===== config.mk =====
export PLATFORM = sky130hd
export DESIGN_NAME = bus_sync_feeder_flat
export DESIGN_NICKNAME = d
export VERILOG_FILES = /design/src/rtl/bus_sync_pkg.sv /design/src/rtl/bus_sync_feeder_if.sv /design/src/rtl/sync_fifo.sv /design/src/rtl/bus_sync_feeder.sv /design/src/flat_wrapper.sv
export SDC_FILE = /design/constraint.sdc
export NUM_CORES = 1
export LEC_CHECK = 0
export ABC_AREA = 1
export CAP_MARGIN = 40
export CORE_UTILIZATION = 37
export DETAILED_ROUTE_END_ITERATION = 8
export SYNTH_ARGS = -nofsm -noshare
export SYNTH_HDL_FRONTEND = slang
export SYNTH_SLANG_ARGS = --single-unit

===== constraint.sdc =====
create_clock -name i_clk -period 1.9 [get_ports i_clk]
set_clock_uncertainty 0.1 [all_clocks]
set_input_delay 0.285 -clock i_clk [delete_from_list [all_inputs] [get_ports i_clk]]
set_output_delay 0.285 -clock i_clk [all_outputs]
set_load 0.01 [all_outputs]

===== src/rtl/bus_sync_pkg.sv =====
// Shared types and defaults for the bus_sync feeder slice.
// Imported by the interface, FIFO and feeder top.
package bus_sync_pkg;

    typedef enum logic [1:0] {
        IDLE,
        SEND,
        WAIT_ACK,
        WAIT_RDY
    } feed_state_t;

    localparam int DWIDTH_DEF  = 4;
    localparam int DEPTH_DEF   = 8;
    localparam int ACK_TMO_DEF = 16;

endpackage


===== src/rtl/bus_sync_feeder_if.sv =====
// Upstream write stream plus the metered link into bus_sync.
// slave = feeder side, master = producer/bus_sync side.
interface bus_sync_feeder_if
    import bus_sync_pkg::*;
#(
    parameter int DWIDTH = DWIDTH_DEF
);

    logic [DWIDTH-1:0] i_data;
    logic              i_valid;
    logic              o_ready;
    logic [DWIDTH-1:0] o_sync_data;
    logic              o_sync_valid;
    logic              i_sync_ready;

    modport master (
        output i_data,
        output i_valid,
        output i_sync_ready,
        input  o_ready,
        input  o_sync_data,
        input  o_sync_valid
    );

    modport slave (
        input  i_data,
        input  i_valid,
        input  i_sync_ready,
        output o_ready,
        output o_sync_data,
        output o_sync_valid
    );

endinterface


===== src/rtl/sync_fifo.sv =====
// Single-clock FIFO with occupancy count; no read-side bypass.
// Writes are refused while full, even if a read happens that cycle.
module sync_fifo
    import bus_sync_pkg::*;
#(
    parameter int DWIDTH = DWIDTH_DEF,
    parameter int DEPTH  = DEPTH_DEF
) (
    input  logic                     clk,
    input  logic                     rst_n,
    input  logic                     wr_en,
    input  logic [DWIDTH-1:0]        wr_data,
    input  logic                     rd_en,
    output logic [DWIDTH-1:0]        rd_data,
    output logic [$clog2(DEPTH):0]   count,
    output logic                     full,
    output logic                     empty
);

    localparam int AW = $clog2(DEPTH);

    logic [DWIDTH-1:0] mem [DEPTH];
    logic [AW-1:0]     wr_ptr;
    logic [AW-1:0]     rd_ptr;
    logic              do_wr;
    logic              do_rd;

    assign full    = (count == (AW+1)'(DEPTH));
    assign empty   = (count == '0);
    assign do_wr   = wr_en && !full;
    assign do_rd   = rd_en && !empty;
    assign rd_data = mem[rd_ptr];

    always_ff @(posedge clk) begin
        if (do_wr) mem[wr_ptr] <= wr_data;
    end

    // Pointers wrap naturally since DEPTH is a power of two
    always_ff @(posedge clk or negedge rst_n) begin
        if (!rst_n) begin
            wr_ptr <= '0;
            rd_ptr <= '0;
            count  <= '0;
        end else begin
            if (do_wr) wr_ptr <= wr_ptr + 1'b1;
            if (do_rd) rd_ptr <= rd_ptr + 1'b1;
            case ({do_wr, do_rd})
                2'b10:   count <= count + 1'b1;
                2'b01:   count <= count - 1'b1;
                default: count <= count;
            endcase
        end
    end

endmodule


===== src/rtl/bus_sync_feeder.sv =====
// Buffers a valid/ready stream and meters single-cycle pulses into bus_sync,
// waiting for its ready to drop and recover between words.
module bus_sync_feeder
    import bus_sync_pkg::*;
#(
    parameter int DWIDTH  = DWIDTH_DEF,
    parameter int DEPTH   = DEPTH_DEF,
    parameter int ACK_TMO = ACK_TMO_DEF
) (
    input  logic                   i_clk,
    input  logic                   rst_n,
    bus_sync_feeder_if.slave       bus,
    output logic [$clog2(DEPTH):0] o_count,
    output logic                   o_tmo_err,
    input  logic                   i_clr_err
);

    localparam int TW = $clog2(ACK_TMO);

    feed_state_t       state;
    logic [TW-1:0]     timer;
    logic [DWIDTH-1:0] fifo_data;
    logic              fifo_full;
    logic              fifo_empty;
    logic              pop;

    assign pop         = (state == IDLE) && !fifo_empty && bus.i_sync_ready;
    assign bus.o_ready = !fifo_full;

    sync_fifo #(
        .DWIDTH (DWIDTH),
        .DEPTH  (DEPTH)
    ) u_fifo (
        .clk     (i_clk),
        .rst_n   (rst_n),
        .wr_en   (bus.i_valid),
        .wr_data (bus.i_data),
        .rd_en   (pop),
        .rd_data (fifo_data),
        .count   (o_count),
        .full    (fifo_full),
        .empty   (fifo_empty)
    );

    // A timeout set later in this block overrides a same-cycle clear
    always_ff @(posedge i_clk or negedge rst_n) begin
        if (!rst_n) begin
            state            <= IDLE;
            timer            <= '0;
            o_tmo_err        <= 1'b0;
            bus.o_sync_data  <= '0;
            bus.o_sync_valid <= 1'b0;
        end else begin
            if (i_clr_err) o_tmo_err <= 1'b0;
            unique case (state)
                IDLE: begin
                    if (pop) begin
                        bus.o_sync_data  <= fifo_data;
                        bus.o_sync_valid <= 1'b1;
                        state            <= SEND;
                    end
                end
                SEND: begin
                    bus.o_sync_valid <= 1'b0;
                    timer            <= '0;
                    state            <= WAIT_ACK;
                end
                WAIT_ACK: begin
                    if (!bus.i_sync_ready) begin
                        state <= WAIT_RDY;
                    end else if (timer == TW'(ACK_TMO - 1)) begin
                        o_tmo_err <= 1'b1;
                        state     <= WAIT_RDY;
                    end else begin
                        timer <= timer + 1'b1;
                    end
                end
                WAIT_RDY: begin
                    if (bus.i_sync_ready) state <= IDLE;
                end
            endcase
        end
    end

endmodule


===== src/flat_wrapper.sv =====
// flat-port wrapper written by rule: the top's interface ports become plain ports
module bus_sync_feeder_flat import bus_sync_pkg::*;
#(
    parameter int DWIDTH  = DWIDTH_DEF,
    parameter int DEPTH   = DEPTH_DEF,
    parameter int ACK_TMO = ACK_TMO_DEF
)
  (i_clk, rst_n, o_count, o_tmo_err, i_clr_err, bus_i_data, bus_i_valid, bus_i_sync_ready, bus_o_ready, bus_o_sync_data, bus_o_sync_valid);
  bus_sync_feeder_if #(.DWIDTH(DWIDTH)) bus_i ();
  input  logic i_clk;
  input  logic rst_n;
  output logic [$clog2(DEPTH):0] o_count;
  output logic o_tmo_err;
  input  logic i_clr_err;
  input wire logic [$bits(bus_i.i_data)-1:0] bus_i_data;
  input wire logic [$bits(bus_i.i_valid)-1:0] bus_i_valid;
  input wire logic [$bits(bus_i.i_sync_ready)-1:0] bus_i_sync_ready;
  output wire logic [$bits(bus_i.o_ready)-1:0] bus_o_ready;
  output wire logic [$bits(bus_i.o_sync_data)-1:0] bus_o_sync_data;
  output wire logic [$bits(bus_i.o_sync_valid)-1:0] bus_o_sync_valid;
  assign bus_i.i_data = bus_i_data;
  assign bus_i.i_valid = bus_i_valid;
  assign bus_i.i_sync_ready = bus_i_sync_ready;
  assign bus_o_ready = bus_i.o_ready;
  assign bus_o_sync_data = bus_i.o_sync_data;
  assign bus_o_sync_valid = bus_i.o_sync_valid;
  bus_sync_feeder #(.DWIDTH(DWIDTH), .DEPTH(DEPTH), .ACK_TMO(ACK_TMO)) u_core (.i_clk(i_clk), .rst_n(rst_n), .bus(bus_i), .o_count(o_count), .o_tmo_err(o_tmo_err), .i_clr_err(i_clr_err));
endmodule

[After elaboration in Yosys (flattened, before gate mapping)]
Memories as Yosys holds them, arrays and structs flattened. A register that Yosys moved wholly into a read port is not among the register bits.
Cells that the tools add are included.
Word-level totals
  flip-flop bits (word level): 18
  RAM bits: 32
  output and inout port bits: 11
  memories: 1
Memory list
  u_core.u_fifo.mem: depth 8, width 4, rd ports 1, clocked after Yosys merged registers in 1, wr ports 1, RTL line sync_fifo.sv:22  | logic [DWIDTH-1:0] mem [DEPTH];
Operators by class
  $add $sub $neg: 5
  eq/ne operators: 12
  mux-type cells: 17
  reductions and logical operators: 16
Operator list (count)
  4-bit one-hot mux with 2 select lines: 2
  4-bit by 1-bit adder with 4-bit output (second input constant): 2
  4-bit == test (second input constant): 2
  2-bit 2-to-1 mux: 4
  4-bit 2-to-1 mux: 2
  2-bit != test (second input constant): 4
  2-bit one-hot mux with 4 select lines: 1
  1-bit 2-to-1 mux: 7
  3-bit by 1-bit adder with 3-bit output (second input constant): 2
  2-bit == test (second input constant): 3
  3-bit AND reduction: 2
  2-bit nonzero test: 3
  2-bit by 1-bit == test with 1-bit output (second input constant): 2
  1-bit logical AND: 4
  4-bit zero test: 1
  2-bit AND reduction: 2
  4-bit by 1-bit subtractor with 4-bit output (second input constant): 1
  1-bit zero test: 3
  3-bit by 2-bit != test with 1-bit output (second input constant): 1
  2-bit zero test: 1
  1-bit one-hot mux with 2 select lines: 1

[Depth between registers and ports, before layout]
  word-level depth: 7
  mapped depth: 13
  depth with buffers taken out: 13

[Modules after synthesis]
Synthesis repeated with hierarchy kept, for this count alone.
Unflattened totals
  cell total of the unflattened synthesis: 298
  area, all modules: 2705.1 sq um
Modules (own cells, without submodules)
  sync_fifo: instances 1, cells each 220, area an instance 2040.7 sq um, seq. area each 1211.2 sq um
  bus_sync_feeder: instances 1, cells each 78, area an instance 664.4 sq um, seq. area each 300.3 sq um

[Least setup slack after synthesis]
Ideal clock, no wire load.
  path type: reg2reg
  start: reg u_core.state[0]
  end: reg u_core.u_fifo.count[2]
  setup time: 0.082 ns
  arrival: 1.845 ns
  data required time: 1.718 ns
  setup slack: -0.127 ns
  cell stages (with the launch flop): 12
  buffers on the path: 0
  clock period less this slack: 2.027 ns
  cells stage by stage: dfrtp_1 > inv_1 > ha_1 > nand3_4 > inv_4 > ha_1 > nor2_1 > nor2_1 > ha_1 > a21oi_1 > or2_1 > a31oi_1
On the way
  word-level cells in the longest chain between the ends: 6
  elaborated cells on any way between the ends: 8
  those cells by class: 2 x eq/ne; 1 x mux; 5 x reduce/logical
Ends and longest elaborated chain
  from (decl): RTL line bus_sync_feeder.sv:20  | feed_state_t state;
  from (signal assigned): RTL line bus_sync_feeder.sv:48  | state <= IDLE;
  from (signal assigned): RTL line bus_sync_feeder.sv:60  | state <= SEND;
  from (signal assigned): RTL line bus_sync_feeder.sv:66  | state <= WAIT_ACK;
  2-bit zero test *: RTL line bus_sync_feeder.sv:27  | assign pop = (state == IDLE) && !fifo_empty && bus.i_sync_ready;
  1-bit logical AND * (2 in series): RTL line bus_sync_feeder.sv:27
  1-bit logical AND *: RTL line sync_fifo.sv:31  | assign do_rd = rd_en && !empty;
  net u_core.u_fifo.do_rd: RTL line sync_fifo.sv:26  | logic do_rd;
  2-bit by 1-bit == test with 1-bit output or 2-bit == test (tied branches): RTL line sync_fifo.sv:47  | case ({do_wr, do_rd})
  4-bit one-hot mux with 2 select lines or 2-bit nonzero test (tied branches)
  to (signal assigned): RTL line sync_fifo.sv:48  | 2'b10: count <= count + 1'b1;
  to (signal assigned): RTL line sync_fifo.sv:49  | 2'b01: count <= count - 1'b1;
  to (signal assigned): RTL line sync_fifo.sv:50  | default: count <= count;
  to (decl): RTL line sync_fifo.sv:15  | output logic [$clog2(DEPTH):0] count,
The timed path passes the listed nets; every way through them passes the cells marked *.
A chain may end at the register's enable or synchronous reset.

[Worst setup path after layout]
Same ends and word-level chain as after synthesis.

==> metrics.md <==
| Metric | Value |
|---|---|
| Most used cell, CP | `ha_4` |
| Antenna viol nets, final | `0` |
| CP cell instances | `inv_2 > ha_4 > nand3_4 > inv_4 > ha_4 > nor2_2 > nor2_4 > ha_4 > a21oi_2 > or2_1 > a31oi_1` |
| Mapped Cells | `240` |
| Fill count | `583` |
| XOR/XNOR Fraction of Synth Area | `0.02445` |
| Slowest cell on the critical path | `dfrtp_1` |
| Req. time, crit path | `2.03 ns` |
| Hold Violations, Final | `0` |
| Hold Slack | `0.2201 ns` |
| Largest net degree at the start of global routing | `23` |
| DRT Pass-1 Iters | `4` |
| Sink Count | `54` |
| Post-synth EDFFs | `32` |
| Sequential Power Share | `0.377` |
| Yosys warns | `0` |
| # hold bufs at CTS | `0` |
| CTS tree | `built` |
| Synth Area in Simple Gates | `0.2176` |
| Site Rows | `29` |
| Synth cell types | `27` |
| First-pass GRT wire length | `8293 um` |
| Overall power | `between 4 and 5 mW` |
| Min Tclk post-route | `1.831 ns` |
| Syn avg cell area | `10.45 um2` |
| Startpoint Class | `flop` |
| CP Max Fanout | `3` |
| Synth Register Bits | `54` |
| Number of antenna diodes | `0` |
| Initial cell density of the core | `0.3882` |
| Psw | `1.782 mW` |
| Global-route usage over all layers | `0.1514` |
| Detailed Place HPWL | `3534 um` |
| Ys async rst share | `0.4074` |
| Via density | `4.792` |
| Post-synthesis adder-cell area fraction | `0.05489` |
| Die Height | `84.32 um` |
| Post-synthesis compound-gate area fraction | `0.05439` |
| LEAKAGE | `~1.3 nW` |
| Crit path from | `u_core.state[0]` |
| Total Wirelength | `~5000 um` |
| CTS max path bufs | `2` |
| Synth-to-Final Area Change | `25.30%` |
| Final cell utilization of the core | `0.4864` |
| Clk Latency, worst-skew pair | `slightly above 0.3 ns` |
| Sw Share | `0.3764` |
| Reg clk slew, reported paths | `0.10 ns` |
| GRT Residual Overflow | `0` |
| Fin crit share | `0.9638` |
| Max Freq | `546.1 MHz` |
| DR vias | `1,749` |
| Synthesized area | `2507 um2` |
| CTS buffer count | `5` |
| Tightest Pin Transition | `0.3753 ns` |
| Initial antenna violation count | `0` |
| Pwr dens | `about 1500 nW/um2` |
| Largest family of logic cells by synthesized area | `simple AND/OR/NAND/NOR gates` |
| Critical path class | `reg2reg` |
| # H-tree levels | `2` |
| Slew Viols, Final | `0` |
| Reg-to-reg startpoint | `u_core.state[0]` |
| Final setup vio count | `0` |
| IO Port Bufs | `19` |
| Initial drt markers | `76` |
| Clock share of power | `0.161` |
| Slew headroom | `0.7498` |
| RSZ-0062 raised after global routing | `true` |
| # IOs | `20` |
| Main synth FF type | `edfxtp_1` |
| Worst Hold Class | `in2async` |
| Fraction of layout cells with a size suffix above 1 | `0.2535` |
| Sequential area share after synthesis | `0.6028` |
| Vias in the first global route | `1,759` |
| Final GP Congestion | `0.7351` |
| # DRC | `0` |
| Int Power | `approximately 3.0 mW` |
| Comb power frac | `0.462` |
| Routed wire per std cell | `13.70 um` |
| Outcome | `complete, no violations` |
| Footprint of the multi-input gates | `around 960 um2` |
| Post-synth net total | `260` |
| Multiplexer area fraction after synthesis | `0` |
| Final #Nets | `307` |
| CP endpoint kind | `flop` |
| CP max stage delay | `0.40 ns` |
| Die area | `7110 um2` |
| Core Area | `6459 um2` |
| Critical Path AT | `1.96 ns` |
| MaxCap Viol Count | `0` |
| Register area | `1515 um2` |
| Clock Tree Root | `clkbuf_8` |
| Peak VDD IR | `0.7186 mV` |
| Die Width | `84.32 um` |
-- cell usage in the layout, fill, tap and decap left out, types with 5 or more instances in the layout --
| cell type | count |
|---|---|
| nor2_1 | 41 |
| nand2_1 | 35 |
| edfxtp_1 | 32 |
| buf_4 | 25 |
| dfrtp_1 | 19 |
| nand3_1 | 18 |
| clkdlybuf4s50_1 | 18 |
| o21ai_1 | 12 |
| inv_1 | 11 |
| o21ai_0 | 9 |
| inv_2 | 7 |
| nor2_2 | 7 |
| nand2_2 | 7 |
| ha_1 | 7 |
| clkbuf_8 | 5 |
-- metrics by stage --
stage / std cells / TNS, ns / setup WS, ns / instance area, um2
finish: 365 / 0 / 0.06887 / 3142
global route: 365 / -0.06476 / -0.06289 / 3142
global placement: 349 / -0.4105 / -0.1305 / 2910
detailed placement: 349 / -0.6914 / -0.2407 / 2910
floorplan: 240 / -0.01371 / -0.01371 / 2531
CTS: 361 / 0 / 0.008191 / 3082
-- power groups by stage --
stage / combinational [mW] / clock, mW / sequential (mW)
floorplan: 1.28 / 0 / 1.81
detailed placement: 1.98 / 0 / 1.81
CTS: 2.08 / 0.784 / 1.79
finish: 2.19 / 0.763 / 1.78
global route: 2.47 / 0.824 / 1.83
global placement: 1.93 / 0 / 1.80
-- kinds of logic (layout without fill, tap and decap cells) --
logic type,after synthesis,after routing
and+or+nand+nor,118,118
DFF,54,54
AOI/OAI and AO/OA,26,26
buffers and inverters,24,72
adders and majority gates,11,11
xor gates and xnor gates,7,7
-- final cells by class --
type,count,share of cell area
flip-flops and latches,54,0.4823
multi-input cells,162,0.3055
repair buffers,44,0.1211
well taps,77,0.03067
inverters,20,0.02549
clock buffers,6,0.02310
clock inverters,2,0.01195
-- Yosys cell counts (2+ instances only) --
library cell   n  area, um2
nor2_1        44      165.2
nand2_1       36      135.1
edfxtp_1      32      960.9
dfrtp_1       22      550.5
nand3_1       19      95.09
inv_1         14      52.55
ha_1          11      137.6
o21ai_1       11      55.05
o21ai_0       10      50.05
nand2_2        6      37.54
nor2_2         6      37.54
inv_2          4      15.01
xor2_1         4      35.03
xnor2_1        3      26.28
a21oi_1        2      10.01
buf_6          2      22.52
inv_4          2      12.51
nand2_4        2      22.52
nand3_2        2      20.02
-- timing repair --
item                       in CTS  in global routing
gates resized for setup         9                  6
setup endpoints to repair       1                  3
gates cloned                    0                  0
pin swaps                       8                  3
setup buffers                   4                  4
-- sequential cells by signal, summed over array words and instances (netlist names) --
name / cells
u_core.u_fifo.mem: 32
u_core.u_fifo.rd_ptr: 3
u_core.bus.o_sync_valid: 1
u_core.o_tmo_err: 1
u_core.u_fifo.wr_ptr: 3
u_core.timer: 4
u_core.bus.o_sync_data: 4
u_core.u_fifo.count: 4
u_core.state: 2
-- critical path: cells and delay by family, from the launching register on --
family | cells | cell delay [ns]
AND/OR/NAND/NOR | 4 | 0.47
AO/OA/AOI/OAI | 2 | 0.17
flip-flops | 1 | 0.40
buffers and inverters | 2 | 0.16
adder cells (fa/ha/maj) | 3 | 0.44
-- worst paths after layout --
kind	end	slack [ns]	cells past startpoint
setup / recovery	u_core.u_fifo.count[2]	0.07	11
hold / removal	u_core.bus.o_sync_data[0]	0.22	2
setup reg to reg	u_core.u_fifo.count[2]	0.07	11
hold reg to reg	u_core.bus.o_sync_data[2]	0.39	2
max in group asynchronous	u_core.u_fifo.count[1]	1.22	2
min in group i_clk	u_core.bus.o_sync_data[2]	0.39	2
-- layer usage --
metal | global-route usage | up-vias | wire (um)
met5 | 0 | - | 0
met2 | 0.2526 | 22 | 2394
met4 | 0.05643 | 0 | 87
met1 | 0.1944 | 833 | 2392
met3 | 0.03245 | 8 | 126
li1 | - | 886 | -
(Power assumes the default switching activity.)
